===== src/rtl/bp_fe_cache_req_arbiter_pkg.sv =====
// Shared types and helpers for the FE cache request arbiter.
package bp_fe_pkg;

   typedef enum logic {
      e_idle = 1'b0,
      e_wait = 1'b1
   } bp_fe_cache_req_arb_state_e;

   // Width of a counter/index covering x values, never less than one bit.
   function automatic int unsigned safe_clog2(input int unsigned x);
      return (x <= 1) ? 1 : $clog2(x);
   endfunction

endpackage


===== src/rtl/bp_fe_cache_req_arbiter_arb.sv =====
// Round-robin arbiter: priority starts at the pointer, pointer moves past the winner on yumi.
module bsg_arb_round_robin
   import bp_fe_pkg::*;
#(
   parameter int unsigned width_p = 2
) (
   input  logic                              clk_i,
   input  logic                              reset_i,
   input  logic                              grants_en_i,
   input  logic [width_p-1:0]                reqs_i,
   output logic [width_p-1:0]                grants_o,
   output logic                              v_o,
   output logic [safe_clog2(width_p)-1:0]    tag_o,
   input  logic                              yumi_i
);

   localparam int unsigned ptr_w = safe_clog2(width_p);
   localparam logic [ptr_w-1:0] last_idx = ptr_w'(width_p - 1);

   logic [ptr_w-1:0]   ptr_r;
   logic [width_p-1:0] sel_one_hot;
   int unsigned        best_d;
   int unsigned        d;
   int unsigned        ptr_ext;

   // Winner is the requester with the smallest forward distance from the pointer.
   always_comb begin
      best_d  = width_p;
      d       = 0;
      ptr_ext = 32'(ptr_r);
      v_o     = 1'b0;
      tag_o   = '0;
      for (int unsigned j = 0; j < width_p; j++) begin
         if (reqs_i[j]) begin
            d = (j >= ptr_ext) ? (j - ptr_ext) : (j + width_p - ptr_ext);
            if (d < best_d) begin
               best_d = d;
               tag_o  = ptr_w'(j);
               v_o    = 1'b1;
            end
         end
      end
   end

   always_comb begin
      sel_one_hot = '0;
      for (int unsigned j = 0; j < width_p; j++) begin
         sel_one_hot[j] = v_o && (ptr_w'(j) == tag_o);
      end
   end

   assign grants_o = grants_en_i ? sel_one_hot : '0;

   always_ff @(posedge clk_i or posedge reset_i) begin
      if (reset_i) begin
         ptr_r <= '0;
      end else if (yumi_i) begin
         ptr_r <= (tag_o == last_idx) ? '0 : tag_o + 1'b1;
      end
   end

endmodule


===== src/rtl/bp_fe_cache_req_arbiter.sv =====
// Shares the FE-to-LCE cache request port among requesters, one outstanding
// transaction at a time, with a watchdog and sticky protocol error flag.
module bp_fe_cache_req_arbiter
   import bp_fe_pkg::*;
#(
   parameter int unsigned num_req_p         = 2,
   parameter int unsigned cache_req_width_p = 96,
   parameter int unsigned metadata_width_p  = 8,
   parameter int unsigned timeout_p         = 4096
) (
   input  logic                                    clk_i,
   input  logic                                    reset_i,
   input  logic [num_req_p*cache_req_width_p-1:0]  req_i,
   input  logic [num_req_p-1:0]                    req_v_i,
   output logic [num_req_p-1:0]                    req_yumi_o,
   input  logic [num_req_p*metadata_width_p-1:0]   req_metadata_i,
   input  logic [num_req_p-1:0]                    req_metadata_v_i,
   output logic [num_req_p-1:0]                    req_complete_o,
   output logic [cache_req_width_p-1:0]            cache_req_o,
   output logic                                    cache_req_v_o,
   input  logic                                    cache_req_ready_i,
   output logic [metadata_width_p-1:0]             cache_req_metadata_o,
   output logic                                    cache_req_metadata_v_o,
   input  logic                                    cache_req_complete_i,
   output logic                                    busy_o,
   output logic                                    timeout_o,
   output logic                                    protocol_err_o
);

   localparam int unsigned ptr_w = safe_clog2(num_req_p);
   localparam int unsigned wd_w  = safe_clog2(timeout_p + 1);

   bp_fe_cache_req_arb_state_e state_r, state_n;

   logic [ptr_w-1:0]             grant_r;
   logic [wd_w-1:0]              wd_r;
   logic                         timeout_r;
   logic                         err_r;
   logic [ptr_w-1:0]             sel;
   logic                         arb_v;
   logic [num_req_p-1:0]         arb_grants;
   logic                         is_idle;
   logic                         handshake;
   logic [cache_req_width_p-1:0] req_arr [num_req_p];
   logic [metadata_width_p-1:0]  md_arr  [num_req_p];

   always_comb begin
      for (int unsigned r = 0; r < num_req_p; r++) begin
         req_arr[r] = req_i[r*cache_req_width_p +: cache_req_width_p];
         md_arr[r]  = req_metadata_i[r*metadata_width_p +: metadata_width_p];
      end
   end

   assign is_idle   = (state_r == e_idle);
   assign handshake = is_idle & arb_v & cache_req_ready_i & ~reset_i;

   bsg_arb_round_robin #(
      .width_p (num_req_p)
   ) arb (
      .clk_i       (clk_i),
      .reset_i     (reset_i),
      .grants_en_i (is_idle & cache_req_ready_i),
      .reqs_i      (req_v_i),
      .grants_o    (arb_grants),
      .v_o         (arb_v),
      .tag_o       (sel),
      .yumi_i      (handshake)
   );

   // Idle-state outputs are pure pass-through, so reset masks them explicitly.
   always_comb begin
      state_n                = state_r;
      cache_req_v_o          = 1'b0;
      cache_req_o            = '0;
      req_yumi_o             = '0;
      cache_req_metadata_o   = '0;
      cache_req_metadata_v_o = 1'b0;
      req_complete_o         = '0;
      busy_o                 = 1'b0;
      case (state_r)
         e_idle: begin
            if (!reset_i) begin
               cache_req_v_o = arb_v;
               cache_req_o   = req_arr[sel];
               req_yumi_o    = arb_grants;
               if (handshake) begin
                  state_n = e_wait;
               end
            end
         end
         e_wait: begin
            busy_o                 = 1'b1;
            cache_req_metadata_o   = md_arr[grant_r];
            cache_req_metadata_v_o = req_metadata_v_i[grant_r];
            if (cache_req_complete_i) begin
               req_complete_o[grant_r] = 1'b1;
               state_n                 = e_idle;
            end
         end
         default: state_n = e_idle;
      endcase
   end

   always_ff @(posedge clk_i or posedge reset_i) begin
      if (reset_i) begin
         state_r   <= e_idle;
         grant_r   <= '0;
         wd_r      <= '0;
         timeout_r <= 1'b0;
         err_r     <= 1'b0;
      end else begin
         state_r <= state_n;
         if (handshake) begin
            grant_r <= sel;
            wd_r    <= '0;
         end else if (!is_idle && (wd_r != wd_w'(timeout_p))) begin
            wd_r <= wd_r + 1'b1;
         end
         if (!is_idle && !cache_req_complete_i && (wd_r == wd_w'(timeout_p - 1))) begin
            timeout_r <= 1'b1;
         end
         if (is_idle && (cache_req_complete_i || (|req_metadata_v_i))) begin
            err_r <= 1'b1;
         end
      end
   end

   assign timeout_o      = timeout_r;
   assign protocol_err_o = err_r;

endmodule


===== config.mk =====
export PLATFORM = sky130hd
export DESIGN_NAME = bp_fe_cache_req_arbiter
export DESIGN_NICKNAME = d
export VERILOG_FILES = /design/src/rtl/bp_fe_cache_req_arbiter_pkg.sv /design/src/rtl/bp_fe_cache_req_arbiter_arb.sv /design/src/rtl/bp_fe_cache_req_arbiter.sv
export SDC_FILE = /design/constraint.sdc
export NUM_CORES = 1
export LEC_CHECK = 0
export CAP_MARGIN = 20
export CELL_PAD_IN_SITES_DETAIL_PLACEMENT = 1
export CELL_PAD_IN_SITES_GLOBAL_PLACEMENT = 1
export CORE_MARGIN = 1
export CORE_UTILIZATION = 19
export CTS_CLUSTER_DIAMETER = 200
export DETAILED_ROUTE_END_ITERATION = 6
export PLACE_DENSITY = 0.95
export SYNTH_ARGS = -nofsm -noshare
export SYNTH_HDL_FRONTEND = slang
export SYNTH_SLANG_ARGS = --single-unit

===== constraint.sdc =====
create_clock -name clk_i -period 6.18 [get_ports clk_i]
set_clock_uncertainty 0.15 [all_clocks]
set_input_delay 1.236 -clock clk_i [delete_from_list [all_inputs] [get_ports clk_i]]
set_output_delay 1.236 -clock clk_i [all_outputs]
set_load 0.05 [all_outputs]

==> run metrics, run 1 <==
initial antenna violation count=0; Peak VDD IR=116 uV; Core Area=15,300 um^2; Synth top area share=0.240; critical-path cell list=clkdlybuf4s50_1 -> inv_1 -> buf_4 -> nand2_4 -> buf_12 -> a21oi_1 -> clkdlybuf4s50_1; crit-path most repeated cell=clkdlybuf4s50_1; Max Cap Violations=0; post-route non-filler standard cell count=956; clock latency on the worst-skew pair=0.25 ns; CTS Root Cell=clkbuf_16; count leader, synth=a21oi_1; Post-synth EDFFs=0; Yosys warnings=0; crit-path leading delay family=buffers and inverters; fin crit period=5.21 ns; Area contributors post-synth=nand3b_1 24%, a21oi_1 17%, o21ai_0 17%, dfrtp_1 15%, clkbuf_1 5.1%; DRC Markers=0; setup ws final=0.970 ns; Synth Flop Type=dfrtp_1; Buffers on Ports=328; Worst setup EP type=output pin; post-cts gate resize count=0; Worst-Margin Slew=0.593 ns; initial core utilization=0.196; global routing usage on met1=0.223; grt ovf=0; pin count of the biggest net entering global routing=138; # diodes=0; fraction of registers with async set/reset=1.00; endpoints failing hold=0; Setup Viol. Count Final=0; post-detail-place hpwl=12,500 um; Worst Path Required=4.79 ns; Setup Fix Bufs, Post-CTS=0; run status=complete, no violations; Clock Path Buffers=2; Placed Cells=952; fraction of layout cells with a size suffix above 1=0.0309; Post-layout nets=964; Netlist cell types=36; register bit total from synthesis=18; Overall Power=1.08 mW; clk sinks=18; Routed Antenna Nets=0; Routed wire per std cell=17.6 um; CTS tree=yes; FP Rows=45; Cells after Synth=463; Lkg Pwr=2.25 nW; vias in the first global route=4,768; Vias/cell=4.95; Die Ht=128 um; Area Growth Syn to Fin=117%; top cell type by total area after synthesis=nand3b_1; gr busiest metal=met2; Synth Cell Area=3010 um^2; worst slack, placed=0.940 ns; H-Tree Depth=1; CP Max Fanout=52; first-pass GRT wire length=25,200 um; RSZ-0062 raised after global routing=no; met2 usage=0.352; Final Cycle Share=0.843; TNS Setup=0 ns; Seq/Total Area, Yosys=0.150; PD cells=166 nW/um^2; Final Max Tran Viols=0; initial drt markers=198; number of top-level pins=329; CTS Buf Count=3; Slew HR=0.603; Worst Hold Class=flip-flop to flip-flop; Net Count, Synth=681; 1st-pass router iterations=6; Via Count=4,734; critical path class=input port to output pin; post-cts hold buffer count=0; Worst-path clk slew=0.06 ns; CP startpoint kind=input port; worst path bufs/invs=5; chip width=128 um; f_max=192 MHz; total track usage=0.191; DIE AREA=16,300 um^2; Max stage delay on crit path=0.86 ns; Avg Cell Area, Syn=6.50 um^2; commonest cells in the synthesized netlist=104 x a21oi_1, 103 x o21ai_0, 96 x nand3b_1; met3 Track Usage GR=0.0413; gpl congestion=0.781; slowest CP cell=clkdlybuf4s50_1; drt total wl=16,800 um; R2R setup slack=4.07 ns; Worst Path Arrival=3.82 ns
[flip-flops by register name, summed over array words and instances, names as in the netlist]
signal and count:
arb.ptr_r 1, wd_r 13, protocol_err_o 1, state_r 1, grant_r 1, timeout_o 1
[area by class of cell]
cell class                 instances  area, um^2
sequential                        18         450
clock buffer                       4        88.8
timing repair buffer             336        3380
tap                              211         264
inverter                           7        26.3
multi-input combinational        380        2320
fill                            1884        8790
[layout by cell type (no fill, tap or decap), types with 4 or more instances in the layout]
cell / count
clkdlybuf4s50_1: 327
a21oi_1: 104
o21ai_0: 103
nand3b_1: 96
dfrtp_1: 18
nor2_1: 17
mux2i_1: 12
nand2_1: 6
inv_1: 6
buf_4: 6
nand4_1: 5
or3_1: 4
o31ai_1: 4
[where the power goes]
part	switching (mW)	leakage (nW)	internal, mW
Clock	0.0478	0.0442	0.0987
Combinational	0.438	1.97	0.332
Sequential	0.0338	0.236	0.133
[path summary, 6_finish.rpt]
kind | start | cells past startpoint | to
hold / removal | timeout_o | 1 | timeout_o
max in group asynchronous | reset_i | 3 | wd_r[11]
setup / recovery | reset_i | 7 | cache_req_o[94]
setup reg to reg | state_r | 4 | grant_r
min in group asynchronous | reset_i | 3 | arb.ptr_r
hold reg to reg | timeout_o | 1 | timeout_o
[kinds of logic after synthesis]
logic type	Yosys count	synth area share
AO/OA/AOI/OAI	217	0.374
AND/OR/NAND/NOR	146	0.334
buffers and inverters	65	0.0844
flip-flops	18	0.150
multiplexers	13	0.0437
XOR/XNOR	2	0.00582
adder cells (fa/ha/maj)	2	0.00831
[metal layers]
layer	part of all wire	routed length (um)
met5	0	0
met4	0.018	296
met3	0.076	1270
met2	0.50	8430
met1	0.41	6810
[metrics by stage]
stage / util / cell area, um^2 / hold slack (ns)
after floorplan: - / 3010 / 0.331
after global placement: 0.420 / 6440 / 0.295
after detailed placement: 0.420 / 6440 / 0.298
after CTS: 0.426 / 6530 / 0.310
after global routing: 0.426 / 6530 / 0.323
final: 0.426 / 6530 / 0.306
(Power assumes the default switching activity.)
==> run 2, diff against run 1 <==
CORE_UTILIZATION = 16   (was 19)
PLACE_DENSITY = 0.86   (was 0.95)
clock period = 4.2 ns   (was 6.18 ns; I/O delays follow)
==> run 2 against run 1 <==
Effect of this change:
- the run now ends with design-rule violations left
- die area increased by 18%
- global-route usage shrank 1.4 points
- total power grew 65%
- sequential share of layout area down 0.96 points
- non-clock buffer count is 3 higher
- first-iteration DRC count is 42% higher
- register-to-register slack got worse by 1.9 ns
==> run metrics, run 2 (same netlist as run 1, synthesis figures left out) <==
run status=finished with violations; violated checks=design-rule violations; CP endpoint=cache_req_o[10]; vias in the first global route=4,918; Via Count=4,795; CP Launch Point=req_v_i[0]; Die Ht=139 um; CTS Root Cell=clkbuf_16; Final Cycle Share=0.866; crit-path most repeated cell=buf_12; CTS Buf Count=3; critical path class=input port to output pin; post-detail-place hpwl=13,900 um; power share of the sequential group=0.138; CTS tree=yes; commonest cells after routing, fill and taps aside=228 x clkdlybuf4s50_1, 104 x a21oi_1, 104 x buf_12, 103 x o21ai_0, 96 x nand3b_1; worst slack, placed=0.588 ns; first-pass GRT wire length=27,500 um; Area Growth Syn to Fin=152%; 1st-pass router iterations=7; part of the power in the clock network=0.107; initial drt markers=281; endpoints failing hold=0; CP startpoint kind=input port; Vias/cell=4.91; pin count of the biggest net entering global routing=138; TNS Setup=0 ns; sw frac=0.452; post-cts hold buffer count=0; Buffers on Ports=328; post-layout util=0.416; Routed Antenna Nets=0; post-cts gate resize count=0; Slew HR=0.608; worst path bufs/invs=3; CP Max Fanout=137; DIE AREA=19,400 um^2; initial core utilization=0.165; clk sinks=18; DRC Markers=23; Max stage delay on crit path=0.48 ns; Max Cap Violations=0; critical-path cell list=clkdlybuf4s50_1 -> nor2b_4 -> buf_12 -> o21ai_0 -> a21oi_1 -> buf_12; fraction of layout cells with a size suffix above 1=0.166; Top reg by flops=wd_r; combinational share of power=0.755; post-route non-filler standard cell count=977; FP Rows=49; Lkg Pwr=2.76 nW; Core Area=18,200 um^2; Worst setup EP type=output pin; Setup Fix Bufs, Post-CTS=0; Post-layout nets=967; Placed Cells=973; slowest CP cell=clkdlybuf4s50_1; # fillers=2,087; Worst-Margin Slew=0.588 ns; Worst Hold Class=flip-flop to flip-flop; number of top-level pins=329; WHS=0.311 ns; FF-to-FF End=grant_r; setup ws final=0.564 ns; total track usage=0.177; Clock Path Buffers=2; drt total wl=18,000 um; f_max=275 MHz; chip width=139 um; most common cell after layout, fill and taps aside=clkdlybuf4s50_1; crit-path leading delay family=buffers and inverters; Routed wire per std cell=18.4 um; R2R Path Start=state_r; Worst Path Arrival=2.65 ns; gpl congestion=0.789; initial antenna violation count=1; RSZ-0062 raised after global routing=no; fin crit period=3.64 ns; Reg2Reg Depth=4; Pint=982 uW; CP Depth=6; Worst-path clk slew=0.05 ns; grt ovf=0; max FFs per register=13; Peak VDD IR=193 uV; Psw=808 uW; Setup Viol. Count Final=0; PD cells=236 nW/um^2; Final Max Tran Viols=0; R2R setup slack=2.15 ns; H-Tree Depth=1; clock latency on the worst-skew pair=0.25 ns; Worst Path Required=3.21 ns
[run 2: cell count changes in the layout (fill, tap and decap cells not counted), sizes merged]
| cell | delta |
|---|---|
| buf | +102 |
| diode | +1 |
| clkbuf | -1 |
| clkdlybuf4s50 | -99 |
[run 2: power groups by stage]
| stage | Clock (mW) | Sequential (mW) | Combinational [mW] |
|---|---|---|---|
| 3_3_place_gp | 0 | 0.245 | 1.34 |
| 6_report | 0.191 | 0.247 | 1.35 |
| 2_1_floorplan | 0 | 0.228 | 0.682 |
| 4_1_cts | 0.189 | 0.248 | 1.36 |
| 5_1_grt | 0.200 | 0.254 | 1.42 |
| 3_5_place_dp | 0 | 0.249 | 1.36 |
[run 2: worst min-delay path by stage]
stage / depth (start not counted) / slack (ns) / from / end
after floorplan: 1 / 0.33 / arb.ptr_r / arb.ptr_r
after global placement: 1 / 0.29 / timeout_o / timeout_o
after detailed placement: 1 / 0.31 / timeout_o / timeout_o
after CTS: 1 / 0.32 / timeout_o / timeout_o
after global routing: 1 / 0.33 / timeout_o / timeout_o
final: 1 / 0.31 / timeout_o / timeout_o
[run 2: final cells by class]
type	count	area, um^2	share of cell area
clock buffers	3	75.1	0.00991
repair buffers	339	4420	0.583
multi-input cells	380	2320	0.306
well taps	229	287	0.0378
inverters	7	26.3	0.00347
flip-flops and latches	18	450	0.0594
diodes	1	2.50	0.000330
[run 2: metrics by stage]
| stage | cell area [um^2] | power, mW |
|---|---|---|
| 2_1_floorplan | 3010 | 0.910 |
| 3_3_place_gp | 7500 | 1.58 |
| 3_5_place_dp | 7500 | 1.61 |
| 4_1_cts | 7570 | 1.80 |
| 5_1_grt | 7580 | 1.88 |
| 6_report | 7580 | 1.79 |
[run 2: metal layers]
layer	vias up	track usage	routed length, um
met5	-	0	0
met4	0	0.0368	337
met3	20	0.0311	1160
met2	199	0.344	9570
met1	2308	0.197	6930
li1	2268	-	-
==> run 3, diff against run 2 <==
CORE_MARGIN = default   (was 1)
==> results of run 3 <==
Same layout as run 2: the final DEF is identical, and so are final timing and power.
